## src/rtl/fft_frame_ctrl.sv

```systemverilog
// fft_frame_ctrl: streams one N-sample frame from a sample ROM into an FFT
// core and captures the returned spectrum into a RAM, flagging framing faults.
module fft_frame_ctrl #(
  parameter int N_LOG2  = 12,
  parameter int DW      = 12,
  parameter int TIMEOUT = 16383
) (
  input  logic              sys_clk,
  input  logic              sys_rst,
  input  logic              start,
  output logic              busy,
  output logic              done,
  output logic              err,
  output logic [N_LOG2-1:0] smp_addr,
  output logic              smp_rden,
  input  logic [DW-1:0]     smp_data,
  output logic              sink_valid,
  output logic              sink_sop,
  output logic              sink_eop,
  output logic [DW-1:0]     sink_real,
  input  logic              sink_ready,
  input  logic              source_valid,
  input  logic              source_sop,
  input  logic              source_eop,
  input  logic [DW-1:0]     source_real,
  input  logic [DW-1:0]     source_imag,
  output logic              source_ready,
  output logic              wr_en,
  output logic [N_LOG2-1:0] wr_addr,
  output logic [DW-1:0]     wr_re,
  output logic [DW-1:0]     wr_im
);

  localparam int TW = (TIMEOUT > 1) ? $clog2(TIMEOUT + 1) : 1;

  localparam logic [N_LOG2-1:0] K_LAST   = '1;
  localparam logic [N_LOG2-1:0] K_ONE    = N_LOG2'(1);
  localparam logic [TW-1:0]     TMO_LAST = TW'(TIMEOUT - 1);
  localparam logic [TW-1:0]     TMO_ONE  = TW'(1);

  typedef enum logic [2:0] {
    S_IDLE  = 3'd0,
    S_PRIME = 3'd1,
    S_LOAD  = 3'd2,
    S_WAIT  = 3'd3,
    S_CAP   = 3'd4,
    S_DONE  = 3'd5
  } state_t;

  state_t            state_q, state_d;
  logic [N_LOG2-1:0] k_q, k_d;
  logic [N_LOG2-1:0] b_q, b_d;
  logic [TW-1:0]     tmo_q, tmo_d;
  logic              done_q, done_d;
  logic              err_q, err_d;
  logic              wr_en_q, wr_en_d;
  logic [N_LOG2-1:0] wr_addr_q, wr_addr_d;
  logic [DW-1:0]     wr_re_q, wr_re_d;
  logic [DW-1:0]     wr_im_q, wr_im_d;

  logic in_load;
  logic in_rx;
  logic sink_acc;
  logic src_acc;
  logic frame_bad;

  // Handshakes and ROM addressing; the next ROM read is issued on the accept.
  always_comb begin
    in_load      = (state_q == S_LOAD);
    in_rx        = (state_q == S_WAIT) || (state_q == S_CAP);
    sink_acc     = in_load && sink_ready;
    src_acc      = in_rx && source_valid;
    frame_bad    = source_sop || (source_eop != (b_q == K_LAST));
    busy         = (state_q != S_IDLE);
    smp_rden     = (!sys_rst && (state_q == S_IDLE) && start) || sink_acc;
    smp_addr     = sink_acc ? (k_q + K_ONE) : k_q;
    sink_valid   = in_load;
    sink_sop     = in_load && (k_q == '0);
    sink_eop     = in_load && (k_q == K_LAST);
    sink_real    = in_load ? smp_data : '0;
    source_ready = in_rx;
  end

  // Frame sequencing, load/bin counters, timeout and capture registers.
  always_comb begin
    state_d   = state_q;
    k_d       = k_q;
    b_d       = b_q;
    tmo_d     = '0;
    done_d    = 1'b0;
    err_d     = 1'b0;
    wr_en_d   = 1'b0;
    wr_addr_d = wr_addr_q;
    wr_re_d   = wr_re_q;
    wr_im_d   = wr_im_q;
    unique case (state_q)
      S_IDLE: begin
        k_d = '0;
        b_d = '0;
        if (start) begin
          state_d = S_PRIME;
        end
      end
      S_PRIME: begin
        state_d = S_LOAD;
      end
      S_LOAD: begin
        if (sink_acc) begin
          k_d = k_q + K_ONE;
          if (k_q == K_LAST) begin
            state_d = S_WAIT;
          end
        end
      end
      S_WAIT: begin
        tmo_d = tmo_q + TMO_ONE;
        if (src_acc && source_sop) begin
          wr_en_d   = 1'b1;
          wr_addr_d = '0;
          wr_re_d   = source_real;
          wr_im_d   = source_imag;
          if (source_eop) begin
            err_d   = 1'b1;
            state_d = S_IDLE;
          end else begin
            b_d     = K_ONE;
            state_d = S_CAP;
          end
        end else if (tmo_q == TMO_LAST) begin
          err_d   = 1'b1;
          state_d = S_IDLE;
        end
      end
      S_CAP: begin
        if (src_acc) begin
          wr_en_d   = 1'b1;
          wr_addr_d = b_q;
          wr_re_d   = source_real;
          wr_im_d   = source_imag;
          if (frame_bad) begin
            err_d   = 1'b1;
            b_d     = '0;
            state_d = S_IDLE;
          end else if (b_q == K_LAST) begin
            done_d  = 1'b1;
            b_d     = '0;
            state_d = S_DONE;
          end else begin
            b_d = b_q + K_ONE;
          end
        end
      end
      S_DONE: begin
        state_d = S_IDLE;
      end
      default: begin
        state_d = S_IDLE;
      end
    endcase
  end

  // State and registered outputs; reset clears everything at once.
  always_ff @(posedge sys_clk or posedge sys_rst) begin
    if (sys_rst) begin
      state_q   <= S_IDLE;
      k_q       <= '0;
      b_q       <= '0;
      tmo_q     <= '0;
      done_q    <= 1'b0;
      err_q     <= 1'b0;
      wr_en_q   <= 1'b0;
      wr_addr_q <= '0;
      wr_re_q   <= '0;
      wr_im_q   <= '0;
    end else begin
      state_q   <= state_d;
      k_q       <= k_d;
      b_q       <= b_d;
      tmo_q     <= tmo_d;
      done_q    <= done_d;
      err_q     <= err_d;
      wr_en_q   <= wr_en_d;
      wr_addr_q <= wr_addr_d;
      wr_re_q   <= wr_re_d;
      wr_im_q   <= wr_im_d;
    end
  end

  assign done    = done_q;
  assign err     = err_q;
  assign wr_en   = wr_en_q;
  assign wr_addr = wr_addr_q;
  assign wr_re   = wr_re_q;
  assign wr_im   = wr_im_q;

  // Completion and error are mutually exclusive outcomes of a frame.
  a_done_err_excl: assert property (
    @(posedge sys_clk) disable iff (sys_rst) !(done_q && err_q)
  );

endmodule

```

## config.mk

```make
export PLATFORM = sky130hd
export DESIGN_NAME = fft_frame_ctrl
export DESIGN_NICKNAME = d
export VERILOG_FILES = /design/src/rtl/fft_frame_ctrl.sv
export SDC_FILE = /design/constraint.sdc
export NUM_CORES = 1
export LEC_CHECK = 0
export BUFFER_PORTS_ARGS = -buffer_cell sky130_fd_sc_hd__buf_2
export CAP_MARGIN = 20
export CORE_AREA = 2 2 119 121
export DETAILED_ROUTE_END_ITERATION = 10
export DIE_AREA = 0 0 121 123
export HOLD_SLACK_MARGIN = 0.05
export PLACE_DENSITY = 0.48
export RECOVER_POWER = 50
export SETUP_SLACK_MARGIN = 0.4
export SLEW_MARGIN = 20
export SYNTH_ARGS = -nofsm -noshare
export SYNTH_HDL_FRONTEND = slang
export SYNTH_SLANG_ARGS = --single-unit
export TNS_END_PERCENT = 20
```

## constraint.sdc

```tcl
create_clock -name sys_clk -period 4.7 [get_ports sys_clk]
set_input_delay 0.705 -clock sys_clk [delete_from_list [all_inputs] [get_ports sys_clk]]
set_output_delay 0.705 -clock sys_clk [all_outputs]
set_load 0.1 [all_outputs]
```

==> results.yml, run 1 <==
outcome:
  outcome: "complete, but fails checks"
  violations: "max-capacitance violations, max-slew violations"
clocking:
  post-cts-setup-buffer-count: 0
  cts_buffer_depth: 2
  cts_resized: 0
  cts_buffers: 9
  cts_root_buffer: "clkbuf_16"
  postCtsHoldBufs: 0
  cts_tree: "yes"
  clkLatencyLatePin_ns: 0.33
  htreeDepth: 3
  clkSinkCount: 80
  clk_pin_slew_ns: 0.06
timing:
  clock.fmax_mhz: 286
  whs_ns: 0.465
  timing.slew.headroom_pct: -34.9
  fin_crit_sh_pct: 74.5
  tns_ns: 0
  skew_ns: 0.00433
  setup_violations: 0
  rsz0062_at_grt: "no"
  hold_violations: 0
  worst_pin_slew_ns: 2.02
  min_period_ns: 3.50
  slew_viol_final: 81
global_route:
  overflow: 0
  grt_pass1_wl_um: 15700
  grt_use_total_pct: 13.3
  grt_antenna_before_repair: 0
  first_global_vias: 3229
  grt_max_degree: 81
route:
  remaining_drc_errors: 0
  drt-total-wl_um: 9660
  antenna_left: 0
  routed_via_density: 4.78
  via_count: 3309
  drtPass1Iterations: 4
  first_iter_violations: 149
  wl_per_cell_um: 14.0
critical_path:
  cp_num_buf_inv: 2
  crit_start: "state_q[1]"
  r2r_cells: 5
  cp.arrival_ns: 2.79
  critPathLaunchType: "register"
  slowest_stage: "dfrtp_1"
  crit_family: "simple AND/OR/NAND/NOR gates"
  cp.depth: 6
  crit_chain: "or3b_1, inv_2, nand2_1, nor3_1, xnor2_1, buf_2"
  crit_fanout: 18
  critPathRequiredTime_ns: 3.99
  path_class: "reg2out"
  r2r_start: "state_q[1]"
  worstSetupEndpointType: "primary output"
  critical-path-max-stage-delay_ns: 0.70
yosys:
  yosys.area.top_type: "dfrtp_1"
  synth_area_um2: 4020
  synth.avg_cell_area_um2: 9.93
  synth-main-ff-cell: "dfrtp_1"
  synth_seq_area_share_pct: 49.8
  synth_cell_type_count: 46
  synth_area_leaders: "dfrtp_1, mux2_2, nand2_1, xnor2_1, nand3_1"
  ys_seq_elements: 80
  yosysTopAreaCellShare_pct: 49.8
  synthArstFlopShare_pct: 100
  synth-edff-count: 0
  yosysWarningCount: 0
  postSynthCellCount: 405
  syn_nets: 453
pwr:
  power_switching_mw: 2.15
  p_per_area_nw_per_um2: 750
  peakVddDrop_v: 0.000291
  leakagePower_nw: 2.35
  p_seq_share_pct: 25.4
  finalPower_mw: 3.75
  p_sw_share_pct: 57.2
  p_comb_share_pct: 55.5
  power.share.clock_pct: 19.1
  internal_power_mw: 1.61
die:
  ios: 112
  dieArea_um2: 14900
  row_count: 43
  core_um2: 13600
  die_x_um: 121
  start_util_pct: 29.5
  die_y_um: 123
cells_and_area:
  drive_gt1_share_pct: 28.5
  syn2layout_area_growth_pct: 24.5
  fin_nets: 555
  final_common_cell: "buf_2"
  most-common-layout-cells: "buf_2, dfrtp_1, nand2_1"
  num_antenna_cells: 0
  fillers: 1420
  multiInputGateArea_um2: 1860
  register_area_um2: 2000
  design_area_um2: 5010
worst_hold_path:
  min_from: "wr_addr[5]"
  hp-class: "reg2reg"
  holdPathStages: 2
place:
  dpl_cell_area_um2: 4750
  io_buffer_count: 111
  dp_hpwl_um: 6960
  finalWeightedCongestion: 0.772
flow_run:
  max_cap_violations: 1
## area by class of cell
class / instances / area share (%)
Clock inverter: 5 / 1.27
Clock buffer: 11 / 4.85
Sequential cell: 80 / 40.0
Timing Repair Buffer: 114 / 11.4
Multi-Input combinational cell: 290 / 37.1
Inverter: 12 / 0.924
Tap cell: 180 / 4.50
## kinds of logic after synthesis
logic type                 share of synthesized area [%]
and+or+nand+nor                                     22.4
DFF                                                 49.8
AOI/OAI and AO/OA                                   7.90
muxes                                               10.0
buffers and inverters                               3.95
xor gates and xnor gates                            4.36
adders and majority gates                           1.56
## cell usage after synthesis, drive strengths merged (5+ instances only)
| cell type | count |
|---|---|
| dfrtp | 80 |
| nand2 | 53 |
| nor2 | 33 |
| mux2 | 27 |
| nand3 | 25 |
| o21ai | 23 |
| clkbuf | 16 |
| xnor2 | 15 |
| a21oi | 14 |
| and2 | 12 |
| inv | 12 |
| nand4 | 11 |
| mux2i | 10 |
| nor3 | 10 |
| buf | 7 |
| or3 | 6 |
| ha | 5 |
| o31ai | 5 |
| xor2 | 5 |
## worst reg2reg max path, delay by kind of cell, from the launching register on
family,cells,cell delay (ns)
flip-flops,1,0.70
AO/OA/AOI/OAI,2,0.87
AND/OR/NAND/NOR,3,1.63
## power by group through the flow
| stage | logic [mW] | registers, mW | clock network [mW] |
|---|---|---|---|
| after global routing | 2.17 | 0.980 | 0.766 |
| final | 2.08 | 0.955 | 0.717 |
| after CTS | 2.13 | 0.958 | 0.743 |
| after global placement | 2.11 | 0.963 | 0 |
| after detailed placement | 2.12 | 0.971 | 0 |
| after floorplan | 1.05 | 1.73 | 0 |
## worst paths after layout
check	to	slack [ns]
min	wr_addr[5]	0.46
max reg2reg	b_q[9]	1.42
min reg2reg	wr_addr[5]	0.46
max	smp_addr[10]	1.20
min in group asynchronous	k_q[10]	1.15
max in group asynchronous	k_q[4]	2.33
## registers in the layout, indices dropped and copies added (netlist names)
signal and flops:
wr_re 12, wr_addr 12, wr_en 1, b_q 12, done 1, wr_im 12, tmo_q 14, err 1
k_q 12, state_q 3
## per-stage QoR
step	util, %	std cells	setup slack [ns]
global route	36.8	692	0.999
CTS	37.1	692	1.13
finish	36.8	692	1.20
floorplan	-	405	0.873
global placement	34.7	675	1.57
detailed placement	34.9	676	1.50
## routing by layer
layer | part of all wire (%) | global-route usage [%] | up-vias
met2 | 48 | 22.0 | 62
met5 | 0 | 0 | -
met3 | 3.9 | 2.35 | 13
met1 | 47 | 17.0 | 1616
li1 | - | - | 1618
met4 | 1.8 | 6.03 | 0
(Power assumes the default switching activity.)
==> inputs of run 2 (changes only) <==
==> constraint.sdc (replaced) <==
create_clock -name sys_clk -period 3.51 [get_ports sys_clk]
set_input_delay 0.5265 -clock sys_clk [delete_from_list [all_inputs] [get_ports sys_clk]]
set_output_delay 0.5265 -clock sys_clk [all_outputs]
set_load 0.1 [all_outputs]
==> results.yml, run 2 (synthesis results as in run 1) <==
outcome:
  outcome: "complete, but fails checks"
  violations: "max-capacitance violations, max-slew violations"
place:
  io_buffer_count: 111
  pre_cts_slack_ns: 0.779
  dpl_cell_area_um2: 4750
  dp_hpwl_um: 6840
  finalWeightedCongestion: 0.829
  dp.cells: 679
clocking:
  cts_tree: "yes"
  cts_root_buffer: "clkbuf_16"
  clkSinkCount: 80
  cts_buffers: 9
  cts_buffer_depth: 2
  post-cts-setup-buffer-count: 0
  clkLatencyLatePin_ns: 0.33
  clk_pin_slew_ns: 0.06
  htreeDepth: 3
route:
  wl_met3_um: 501
  routed_via_density: 4.71
  drtPass1Iterations: 4
  wl_met1_um: 4540
  via_count: 3274
  drt-total-wl_um: 9690
  first_iter_violations: 179
  antenna_left: 0
  wl_per_cell_um: 13.9
  wl_met2_um: 4530
  top_layer: "met4"
  remaining_drc_errors: 0
critical_path:
  rr_endpoint: "b_q[9]"
  reg2reg_slack_ns: 0.51
  crit_fanout: 17
  critPathRequiredTime_ns: 2.98
  worstSetupEndpointType: "primary output"
  cp.arrival_ns: 2.56
  path_class: "reg2out"
  critPathLaunchType: "register"
  r2r_cells: 6
  r2r_start: "state_q[2]"
cells_and_area:
  largest_register_ffs: 14
  fin_nets: 558
  fin_util_pct: 37.0
  num_antenna_cells: 0
  top_register: "tmo_q"
  drive_gt1_share_pct: 29.5
  final_common_cell: "buf_2"
  syn2layout_area_growth_pct: 25.2
  most-common-layout-cells: "buf_2, dfrtp_1, nand2_1"
  design_area_um2: 5040
  layout.cells.non_filler: 695
pwr:
  leakagePower_nw: 2.37
  power_switching_mw: 2.86
  power.share.clock_pct: 19.9
  p_per_area_nw_per_um2: 1010
  internal_power_mw: 2.23
  p_comb_share_pct: 55.3
  p_sw_share_pct: 56.2
  peakVddDrop_v: 0.000459
  p_seq_share_pct: 24.8
die:
  die_x_um: 121
  core_um2: 13600
  row_count: 43
  dieArea_um2: 14900
  ios: 112
  die_y_um: 123
  start_util_pct: 29.5
timing:
  skew_ns: 0.00533
  worst_slack_ns: 0.424
  tns_ns: 0
  hold_violations: 0
  fin_crit_sh_pct: 87.9
  min_period_ns: 3.09
  clock.fmax_mhz: 324
  slew_viol_final: 81
  rsz0062_at_grt: "yes"
  setup_violations: 0
  worst_pin_slew_ns: 1.98
  timing.slew.headroom_pct: -32.0
worst_hold_path:
  holdPathEnd: "wr_im[10]"
  hp-class: "in2reg"
  min_from: "source_imag[10]"
  holdPathStages: 2
global_route:
  grt_pass1_wl_um: 15100
  grt_use_total_pct: 12.9
  first_global_vias: 3034
  grt_antenna_before_repair: 0
  overflow: 0
  grt_max_degree: 81
flow_run:
  max_cap_violations: 1
-- run 2: worst max path at each step --
stage | start | endpoint | slack [ns] | cells past startpoint
3_5_place_dp | state_q[1] | smp_addr[10] | 0.78 | 6
6_report | state_q[2] | smp_addr[10] | 0.42 | 6
2_1_floorplan | state_q[2] | smp_addr[11] | 0.02 | 6
5_1_grt | state_q[2] | smp_addr[10] | 0.24 | 6
3_3_place_gp | state_q[2] | smp_addr[10] | 0.82 | 6
4_1_cts | state_q[1] | smp_addr[10] | 0.41 | 6
-- run 2: stage by stage --
| stage | hold slack, ns | power, mW |
|---|---|---|
| finish | 0.425 | 5.09 |
| global route | 0.410 | 5.31 |
| CTS | 0.412 | 5.17 |
| detailed placement | 0.452 | 4.15 |
| global placement | 0.452 | 4.12 |
| floorplan | 0.470 | 3.72 |
-- run 2: cell type report --
type,count,area (µm²)
tap,180,225
clock inverter,5,78.8
fill,1370,8580
timing repair buffer,117,581
multi-input combinational,290,1860
clock buffer,11,243
inverter,12,46.3
sequential,80,2000
-- run 2: repair_timing --
item | in CTS | in global routing
hold buffers | 0 | 0
gates resized for setup | 0 | 4
setup endpoints to repair | 0 | 3
-- run 2: routing by layer --
metal / vias up / global-route usage, %
met5: - / 0
met4: 0 / 4.14
met1: 1563 / 17.4
li1: 1621 / -
met2: 82 / 20.1
met3: 8 / 3.41
-- run 2: power groups by stage --
stage	logic, mW	clock network (mW)	registers (mW)
detailed placement	2.87	0	1.28
global route	2.92	1.10	1.29
global placement	2.86	0	1.27
finish	2.82	1.01	1.26
floorplan	1.41	0	2.31
CTS	2.87	1.04	1.26
-- run 2: worst max-delay path: stages, from the launching register on --
cell and delay (ns):
dfrtp_1 0.47, or3b_1 0.51, inv_1 0.34, nand2_1 0.14, nor3_1 0.25, xnor2_1 0.18, buf_4 0.33
==> inputs of run 3 (changes only) <==
--- a/config.mk
+++ b/config.mk
@@ -11,7 +11,6 @@
 export DETAILED_ROUTE_END_ITERATION = 10
 export DIE_AREA = 0 0 121 123
 export HOLD_SLACK_MARGIN = 0.05
-export PLACE_DENSITY = 0.48
 export RECOVER_POWER = 50
 export SETUP_SLACK_MARGIN = 0.4
 export SLEW_MARGIN = 20
==> results.yml, run 3 (synthesis results as in run 1) <==
timing:
  slew_viol_final: 35
  worst_pin_slew_ns: 1.80
  min_period_ns: 3.08
  skew_ns: 0.00881
  whs_ns: 0.419
  fin_crit_sh_pct: 87.7
  timing.slew.headroom_pct: -19.7
  worst_slack_ns: 0.430
  clock.fmax_mhz: 325
  tns_ns: 0
  setup_violations: 0
  rsz0062_at_grt: "yes"
  hold_violations: 0
clocking:
  clkSinkCount: 80
  clk_pin_slew_ns: 0.06
  cts_tree: "yes"
  cts_resized: 1
  cts_root_buffer: "clkbuf_16"
  cts_buffers: 9
  postCtsHoldBufs: 0
  htreeDepth: 3
  post-cts-setup-buffer-count: 0
  cts_buffer_depth: 2
  clkLatencyLatePin_ns: 0.34
place:
  finalWeightedCongestion: 0.870
  io_buffer_count: 111
  pre_cts_slack_ns: 0.690
  dp_hpwl_um: 7010
die:
  core_um2: 13600
  die_y_um: 123
  start_util_pct: 29.5
  row_count: 43
  ios: 112
  die_x_um: 121
  dieArea_um2: 14900
pwr:
  p_sw_share_pct: 58.3
  power_switching_mw: 2.88
  p_comb_share_pct: 56.4
  p_per_area_nw_per_um2: 989
  internal_power_mw: 2.07
  peakVddDrop_v: 0.000397
  p_seq_share_pct: 25.8
  power.share.clock_pct: 17.8
  leakagePower_nw: 2.35
route:
  antenna_left: 0
  via_count: 3307
  drt-total-wl_um: 9570
  remaining_drc_errors: 0
  routed_via_density: 4.76
  wl_per_cell_um: 13.8
  drtPass1Iterations: 4
  first_iter_violations: 173
global_route:
  grt_antenna_before_repair: 0
  grt_pass1_wl_um: 15500
  grt_max_degree: 48
  overflow: 0
  first_global_vias: 3185
  grt_use_total_pct: 13.1
cells_and_area:
  most-common-layout-cells: "buf_2, dfrtp_1, nand2_1"
  fillers: 1370
  num_antenna_cells: 0
  drive_gt1_share_pct: 29.5
  final_common_cell: "buf_2"
  syn2layout_area_growth_pct: 24.4
  multiInputGateArea_um2: 1870
  register_area_um2: 2000
  largest_register_ffs: 14
  fin_nets: 558
  top_register: "tmo_q"
critical_path:
  cp.arrival_ns: 2.55
  path_class: "reg2out"
  critPathRequiredTime_ns: 2.98
  worstSetupEndpointType: "primary output"
  critPathLaunchType: "register"
  crit_fanout: 17
outcome:
  outcome: "complete, but fails checks"
  violations: "max-capacitance violations, max-slew violations"
worst_hold_path:
  hp-class: "in2reg"
flow_run:
  max_cap_violations: 1
==> run 3: cell types whose count changed in the layout (fill, tap and decap cells not counted), sizes merged <==
| cell | before | now |
|---|---|---|
| buf | 97 | 95 |
| bufinv | 2 | 0 |
| clkinvlp | 1 | 3 |
| inv | 12 | 13 |
| clkinv | 2 | 3 |
==> run 3: final timing paths <==
path                            slack (ns)      endpoint            start  cells past startpoint
worst min-delay path                  0.42     wr_im[11]  source_imag[11]                      2
worst max register to register        0.59        b_q[9]       state_q[1]                      6
worst max-delay path                  0.43  smp_addr[10]       state_q[1]                      6
worst min register to register        0.47    wr_addr[1]       wr_addr[1]                      2
min in group asynchronous             0.89      wr_re[3]          sys_rst                      3
max in group asynchronous             1.15        k_q[4]          sys_rst                      4
==> run 3: critical path, stage by stage (launching register included) <==
cell and delay, ns:
dfrtp_1 0.61, or3b_1 0.51, inv_2 0.22, nand2_1 0.12
nor3_1 0.24, xnor2_1 0.18, buf_4 0.33
==> run 3: power by group through the flow <==
stage               clock (mW)  sequential [mW]  combinational, mW
finish                   0.881             1.27               2.79
global route             0.964             1.30               2.92
CTS                      0.913             1.27               2.84
detailed placement           0             1.29               2.84
global placement             0             1.27               2.82
floorplan                    0             2.31               1.41
==> run 3: layout make-up <==
class                      count  share of cell area, %
timing repair buffer         117                   11.6
tap                          180                   4.50
clock inverter                 7                   1.10
sequential                    80                   40.0
inverter                      12                  0.925
multi-input combinational    290                   37.4
clock buffer                   9                   4.50
==> run 3: layer usage <==
metal,vias to the layer above,track usage [%],part of all wire (%)
met2,75,21.9,50
li1,1622,-,-
met1,1603,16.4,45
met5,-,0,0
met3,7,3.51,4.9
met4,0,4.51,0.97
==> run 3: metrics by stage <==
| stage | cells | power, mW | utilization (%) | cell area [µm²] |
|---|---|---|---|---|
| 3_3_place_gp | 679 | 4.10 | 34.9 | 4750 |
| 5_1_grt | 695 | 5.18 | 36.8 | 5000 |
| 4_1_cts | 695 | 5.03 | 37.0 | 5030 |
| 6_report | 695 | 4.95 | 36.8 | 5000 |
| 3_5_place_dp | 679 | 4.13 | 34.9 | 4750 |
| 2_1_floorplan | 405 | 3.72 | - | 4030 |
